## src/rtl/imem_loader.sv

```systemverilog
// rtl/imem_loader.sv - packs a byte stream into 32-bit words and writes them into the instruction RAM.
// The trailing XOR checksum byte and the error flag exist only when IMEM_LOADER_CHECKSUM_EN is defined.
module imem_loader #(
   parameter int ADDR_WIDTH = 7,
   parameter int DEPTH      = 128
) (
   input  logic                  clk,
   input  logic                  reset,
   input  logic                  start,
   input  logic [ADDR_WIDTH:0]   word_count,
   input  logic                  byte_valid,
   input  logic [7:0]            byte_data,
   output logic                  byte_ready,
   output logic                  mem_we,
   output logic [ADDR_WIDTH-1:0] mem_addr,
   output logic [31:0]           mem_wdata,
   output logic                  cpu_hold,
   output logic                  done,
   output logic                  error
);

   localparam logic [ADDR_WIDTH:0] MAX_N = (ADDR_WIDTH+1)'(DEPTH);

   typedef enum logic [2:0] {S_IDLE, S_RECV, S_WRITE, S_CHECK, S_DONE} state_t;

   state_t                state_q, state_d;
   logic [ADDR_WIDTH:0]   n_q, n_d;
   logic [ADDR_WIDTH:0]   cnt_q, cnt_d;
   logic [ADDR_WIDTH:0]   n_clamp;
   logic [1:0]            bidx_q, bidx_d;
   logic [31:0]           word_q, word_d;
   logic                  byte_ready_q, byte_ready_d;
   logic                  mem_we_q, mem_we_d;
   logic [ADDR_WIDTH-1:0] mem_addr_q, mem_addr_d;
   logic [31:0]           mem_wdata_q, mem_wdata_d;
   logic                  cpu_hold_q, cpu_hold_d;
   logic                  done_q, done_d;
   logic                  accept;
`ifdef IMEM_LOADER_CHECKSUM_EN
   logic [7:0]            csum_q, csum_d;
   logic                  error_q, error_d;
`endif

   assign accept  = byte_valid && byte_ready_q;
   assign n_clamp = (word_count > MAX_N) ? MAX_N : word_count;

   always_comb begin
      state_d     = state_q;
      n_d         = n_q;
      cnt_d       = cnt_q;
      bidx_d      = bidx_q;
      word_d      = word_q;
      mem_addr_d  = mem_addr_q;
      mem_wdata_d = mem_wdata_q;
`ifdef IMEM_LOADER_CHECKSUM_EN
      csum_d      = csum_q;
      error_d     = error_q;
`endif
      case (state_q)
         S_IDLE, S_DONE: begin
            if (start) begin
               n_d    = n_clamp;
               cnt_d  = '0;
               bidx_d = '0;
`ifdef IMEM_LOADER_CHECKSUM_EN
               csum_d  = '0;
               error_d = 1'b0;
               state_d = (n_clamp == '0) ? S_CHECK : S_RECV;
`else
               state_d = (n_clamp == '0) ? S_DONE : S_RECV;
`endif
            end
         end
         S_RECV: begin
            if (accept) begin
               // shifting left leaves the first byte of the word in [31:24]
               word_d = {word_q[23:0], byte_data};
               bidx_d = bidx_q + 2'd1;
`ifdef IMEM_LOADER_CHECKSUM_EN
               csum_d = csum_q ^ byte_data;
`endif
               if (bidx_q == 2'd3) state_d = S_WRITE;
            end
         end
         S_WRITE: begin
            cnt_d = cnt_q + 1'b1;
            if (cnt_d == n_q) begin
`ifdef IMEM_LOADER_CHECKSUM_EN
               state_d = S_CHECK;
`else
               state_d = S_DONE;
`endif
            end else begin
               state_d = S_RECV;
            end
         end
`ifdef IMEM_LOADER_CHECKSUM_EN
         S_CHECK: begin
            if (accept) begin
               error_d = (byte_data != csum_q);
               state_d = S_DONE;
            end
         end
`endif
         default: state_d = S_IDLE;
      endcase

      // outputs are decoded from the next state so they line up with the registered state
      byte_ready_d = (state_d == S_RECV) || (state_d == S_CHECK);
      mem_we_d     = (state_d == S_WRITE);
      cpu_hold_d   = (state_d == S_RECV) || (state_d == S_WRITE) || (state_d == S_CHECK);
      done_d       = (state_d == S_DONE);
      if (state_d == S_WRITE) begin
         mem_addr_d  = cnt_q[ADDR_WIDTH-1:0];
         mem_wdata_d = word_d;
      end
   end

   always_ff @(posedge clk or negedge reset) begin
      if (!reset) begin
         state_q      <= S_IDLE;
         n_q          <= '0;
         cnt_q        <= '0;
         bidx_q       <= '0;
         word_q       <= '0;
         byte_ready_q <= 1'b0;
         mem_we_q     <= 1'b0;
         mem_addr_q   <= '0;
         mem_wdata_q  <= '0;
         cpu_hold_q   <= 1'b0;
         done_q       <= 1'b0;
`ifdef IMEM_LOADER_CHECKSUM_EN
         csum_q       <= '0;
         error_q      <= 1'b0;
`endif
      end else begin
         state_q      <= state_d;
         n_q          <= n_d;
         cnt_q        <= cnt_d;
         bidx_q       <= bidx_d;
         word_q       <= word_d;
         byte_ready_q <= byte_ready_d;
         mem_we_q     <= mem_we_d;
         mem_addr_q   <= mem_addr_d;
         mem_wdata_q  <= mem_wdata_d;
         cpu_hold_q   <= cpu_hold_d;
         done_q       <= done_d;
`ifdef IMEM_LOADER_CHECKSUM_EN
         csum_q       <= csum_d;
         error_q      <= error_d;
`endif
      end
   end

   assign byte_ready = byte_ready_q;
   assign mem_we     = mem_we_q;
   assign mem_addr   = mem_addr_q;
   assign mem_wdata  = mem_wdata_q;
   assign cpu_hold   = cpu_hold_q;
   assign done       = done_q;
`ifdef IMEM_LOADER_CHECKSUM_EN
   assign error      = error_q;
`else
   assign error      = 1'b0;
`endif

endmodule

```

## config.mk

```make
export PLATFORM = sky130hd
export DESIGN_NAME = imem_loader
export DESIGN_NICKNAME = d
export VERILOG_FILES = /design/src/rtl/imem_loader.sv
export SDC_FILE = /design/constraint.sdc
export NUM_CORES = 1
export LEC_CHECK = 0
export ABC_AREA = 1
export CAP_MARGIN = 20
export CORE_AREA = 2 2 91 93
export DETAILED_ROUTE_END_ITERATION = 7
export DIE_AREA = 0 0 93 95
export GPL_TIMING_DRIVEN = 0
export HOLD_SLACK_MARGIN = 0.15
export PLACE_DENSITY = 0.78
export SLEW_MARGIN = 20
export SYNTH_ARGS = -nofsm -noshare
export SYNTH_HDL_FRONTEND = slang
export SYNTH_SLANG_ARGS = --single-unit
```

## constraint.sdc

```tcl
create_clock -name clk -period 2.3 [get_ports clk]
set_clock_uncertainty 0.2 [all_clocks]
set_input_delay 0.23 -clock clk [delete_from_list [all_inputs] [get_ports clk]]
set_output_delay 0.23 -clock clk [all_outputs]
set_load 0.01 [all_outputs]
```

Yosys cells after proc, flatten, opt, wreduce, memory -nomap -nowiden --
Index checks and enable logic that the tools add are counted.
Cells by class: $add $sub $neg 2, order comparisons 1, equal/unequal tests 11, muxes and demuxes 14, reduce and logical (&&, ||, !) cells 12
Operator list (number):
- 2-to-1 mux 32 bit | 2
- 2-to-1 mux 8 bit | 2
- case mux 8 bit (2 select lines) | 1
- 2-to-1 mux 3 bit | 5
- equality test 3 x 2 -> 1 bit (second input constant) | 3
- case mux 3 bit (3 select lines) | 1
- adder 8 x 1 -> 8 bit (second input constant) | 1
- equality test 8 bit | 1
- greater-than comparator 8 bit (second input constant) | 1
- zero test 8 bit | 1
- equality test 3 x 1 -> 1 bit (second input constant) | 2
- equality test 3 bit (second input constant) | 2
- 2-to-1 mux 2 bit | 2
- != test 2 bit (second input constant) | 2
- case mux 2 bit (2 select lines) | 1
- AND reduction 2 bit | 2
- nonzero test 2 bit | 2
- zero test 3 bit | 1
- logical OR 1 bit | 3
- AND reduction 3 bit | 1
- adder 2 x 1 -> 2 bit (second input constant) | 1
- equality test 2 bit (second input constant) | 1
- OR reduction 2 bit | 1
- logical AND 1 bit | 1
Storage, ports and cells: register bits 96, input port bits 20, output and inout port bits 44, word-level logic and storage cells 51

Longest topological paths before layout --
depth after elaboration 9, gate-level depth with buffers 12, depth with buffers taken out 12

Worst setup path before layout --
No wires, ideal clock.
kind register -> register, start register cnt_q[0], end register cpu_hold_q, in the netlist cpu_hold, library setup time 0.134 ns, data arrival time 1.407 ns, data required time 1.966 ns, path slack 0.559 ns, stages on the path, launching flop included 10, path buffers 0, clock period less this slack 1.741 ns, path through dfrtp_1 ha_1 xnor2_1 nand2_1 nor2_1 nand3_1 nor2_1 nand2_1 nand2_2 nand3_1
Between the ends: word-level cells in the longest chain between the ends 7, elaborated cells between the ends (all ways) 9, those cells by class add/sub: 1; eq/ne: 4; mux: 2; reduce/logical: 2
RTL lines:
- from (decl) | line 28 | logic [ADDR_WIDTH:0] cnt_q, cnt_d;
- from (signal assigned) | line 139 | cnt_q <= cnt_d;
- adder 8 x 1 -> 8 bit (*) | line 86 | cnt_d = cnt_q + 1'b1;
- equality test 8 bit (*) | line 87 | if (cnt_d == n_q) begin
- 2-to-1 mux 3 bit (*) | line 87
- case mux 3 bit (3 select lines) (*) | line 59 | case (state_q)
- equality test 3 x 1 -> 1 bit / equality test 3 x 2 -> 1 bit (equally long branches) | line 111 | cpu_hold_d = (state_d == S_RECV) || (state_d == S_WRITE) || (state_d == S_CHECK);
- logical OR 1 bit | line 111
- logical OR 1 bit (*) | line 111
- net cpu_hold_d | line 36 | logic cpu_hold_q, cpu_hold_d;
- to (signal assigned) | line 146 | cpu_hold_q <= cpu_hold_d;
- to (decl) | line 36
The timed path passes the listed nets; every way through them passes the cells marked *. A chain may end at the register's enable or synchronous reset.

Worst setup path in the final report --
Ends and elaborated chain as after synthesis.

==> reports/qor.txt <==
Outcome = complete, no violations
Achievable Freq = 499.3 MHz
Final setup fails = 0
Worst slew margin = 37.25%
Grt ovf = 0
Most used cell, CP = nand3_1
Final net count = 549
Mean Syn Cell Area = 9.072 µm²
Crit end category = register
Post-synthesis cell type count = 34
Max_cap viols = 0
Commonest non-fill, non-tap cell in the layout = nand2_1
Worst-Skew Late Latency = 0.37 ns
Worst path bufs/invs = 0
CP startpoint = cnt_q[0]$_DFFE_PN0P_
Number of cell rows = 33
Post-Syn Area = 4091 µm²
Delay-heaviest family, CP = simple AND/OR/NAND/NOR gates
HPWL Detailed = 6169 µm
Slowest cell on the critical path = dfrtp_1
Pre-CTS setup slack = 0.3005 ns
Final hold vios = 0
Worst r2r src = cnt_q[0]$_DFFE_PN0P_
CTS HTree Levels = 3
CTS tree = yes
Crit share post-route = 87.08%
Max incr delay on CP = 0.52 ns
Max clock buf depth = 2
Number of global-route vias before repair = 3142
Die height = 95 µm
Cells after Synth = 451
DRT antenna net count = 0
CP Data Required Time = 2.34 ns
Port Buffers = 62
Yosys reg bits = 96
Worst-path clk slew = 0.10 ns
Inserted Clock Buffers = 9
Max IR drop VDD = 529.1 µV
Drt first pass iters = 4
Via count = 3176
Core Util, Final = 64.17%
Syn Nets = 473
CP cell instances = ha_1, nand2_1, nor2_2, nand3_1, nand3_1, nand3_1, nor2_1, nand2_1, nand2_2, nand3_1
Initial antenna violation count = 0
Final WS setup = 0.2972 ns
RSZ-0062 raised after global routing = false
Tot GR Track Use = 21.69%
Fillers = 658
CTS sink count = 96
WS Path Type = reg -> reg
Final GP Congestion = 0.8451
Worst endpoint data arrival time = 2.04 ns
First-pass GRT wire length = 14970 µm
Pin count of the biggest net entering global routing = 76
Worst Tran Pin Value = 0.9382 ns
Iter 0 DRT Violations = 284
Total die area = 8835 µm²
Diode count = 0
Clock Root Buffer = clkbuf_8
DR WL/cell = 13.75 µm
Startpoint types = register
Post-synthesis sequential area ratio = 58.72%
Min-delay worst type = in -> async
Worst-path maximum fanout = 7
# IOs = 64
Min Tclk post-route = 2.003 ns
Core area = 7928 µm²
Yosys warns = 0
Slew Viols, Final = 0
Final wirelength = 8756 µm
Power density cells = 1137 nW/µm²
Commonest cells after routing, fill and taps aside = nand2_1 (178), dfrtp_1 (96), clkdlybuf4s50_1 (61), inv_1 (45), o21ai_0 (29)
Width of the chip = 93 µm
Initial Util = 51.61%
Layout cells sized above 1 = 10.90%
# DRC = 0
Drt via density = 4.986
Synth-to-Final Area Change = 24.34%
P_leak = 2.479 nW
==> worst reg2reg max path, delay by kind of cell, from the launching register on <==
family	cells	cell delay, ns
flip-flops	1	0.52
AND/OR/NAND/NOR	9	0.91
adder cells (fa/ha/maj)	1	0.24
==> state kept, by name (all words and copies together) (netlist names) <==
signal,count
mem_we,1
byte_ready,1
bidx_q,2
cpu_hold,1
cnt_q,8
n_q,8
word_q,32
mem_addr,7
mem_wdata,32
done,1
state_q,3
==> metal layers <==
layer	part of all wire [%]	up-vias	global-route usage [%]
li1	-	1579	-
met1	48	1505	30.59
met2	45	82	33.94
met3	4.8	10	4.469
met4	1.3	0	7.108
met5	0	-	0
==> layout make-up <==
type	count	area, µm²	share of cell area (%)
tap	105	131.4	2.582
sequential	96	2402	47.22
inverter	48	182.7	3.591
timing repair buffer	65	669.4	13.16
multi-input combinational	292	1379	27.10
buffer	15	127.6	2.509
clock buffer	10	137.6	2.705
clock inverter	6	57.56	1.131
==> where the power goes <==
group          leakage (nW)  internal, mW  switching [mW]
Combinational          1.12         0.966            1.13
Clock                 0.102         0.452           0.643
Sequential             1.25          2.28           0.305
Total                  2.48          3.70            2.08
==> stage by stage <==
stage / TNS [ns] / total power [mW] / instances / hold WS [ns] / instance area [µm²]
6_report: 0 / 5.783 / 637 / 0.2230 / 5087
5_1_grt: 0 / 6.200 / 637 / 0.2693 / 5087
4_1_cts: 0 / 5.816 / 637 / 0.2351 / 5087
3_5_place_dp: 0 / 4.710 / 619 / -0.1064 / 4872
3_3_place_gp: -253.44 / 4.627 / 618 / 0.2553 / 4843
2_1_floorplan: 0 / 3.793 / 451 / -0.2656 / 4091
==> cells by family (layout without fill, tap and decap cells) <==
group           after synthesis  in the layout  share of synthesized area (%)
compound gates               66             66                          9.939
xor+xnor                      2              2                         0.4282
fa+ha+maj                     2              2                         0.6115
buf+inv                      63            144                          7.584
flops                        96             96                          58.72
other cells                   1              1                        0.09166
simple gates                221            221                          22.63
==> cell usage after synthesis, drive strengths merged <==
cell type | number | area share, %
xor2 | 1 | 0.21
inv | 48 | 4.5
nand3b | 1 | 0.18
nand4 | 2 | 0.31
conb | 1 | 0.092
nor2 | 13 | 1.7
o31ai | 3 | 0.55
dfrtp | 96 | 59
clkbuf | 1 | 0.092
ha | 2 | 0.61
xnor2 | 1 | 0.21
a21oi | 3 | 0.37
o22ai | 9 | 1.4
nor4 | 2 | 0.31
o21a | 1 | 0.18
a31oi | 1 | 0.15
buf | 14 | 3.0
o21bai | 1 | 0.18
a22oi | 1 | 0.18
nor3 | 2 | 0.52
o21ai | 47 | 6.9
nand3 | 18 | 2.5
nand2 | 183 | 17
==> worst paths after layout <==
check	depth (start not counted)	endpoint	slack, ns
max in group asynchronous	3	cpu_hold$_DFF_PN0_	0.40
worst max-delay path	10	cpu_hold$_DFF_PN0_	0.30
min in group clk	3	n_q[5]$_DFFE_PN0P_	0.26
worst min-delay path	3	n_q[6]$_DFFE_PN0P_	0.22
worst max register to register	10	cpu_hold$_DFF_PN0_	0.30
worst min register to register	2	word_q[24]$_DFF_PN0_	0.28
==> timing repair <==
item	in CTS	in global routing
endpoints found under the hold margin	96	0
hold buffers	2	0
setup buffers	0	0
gates resized for setup	0	0
Note: power is estimated with default switching activity, not from simulation.
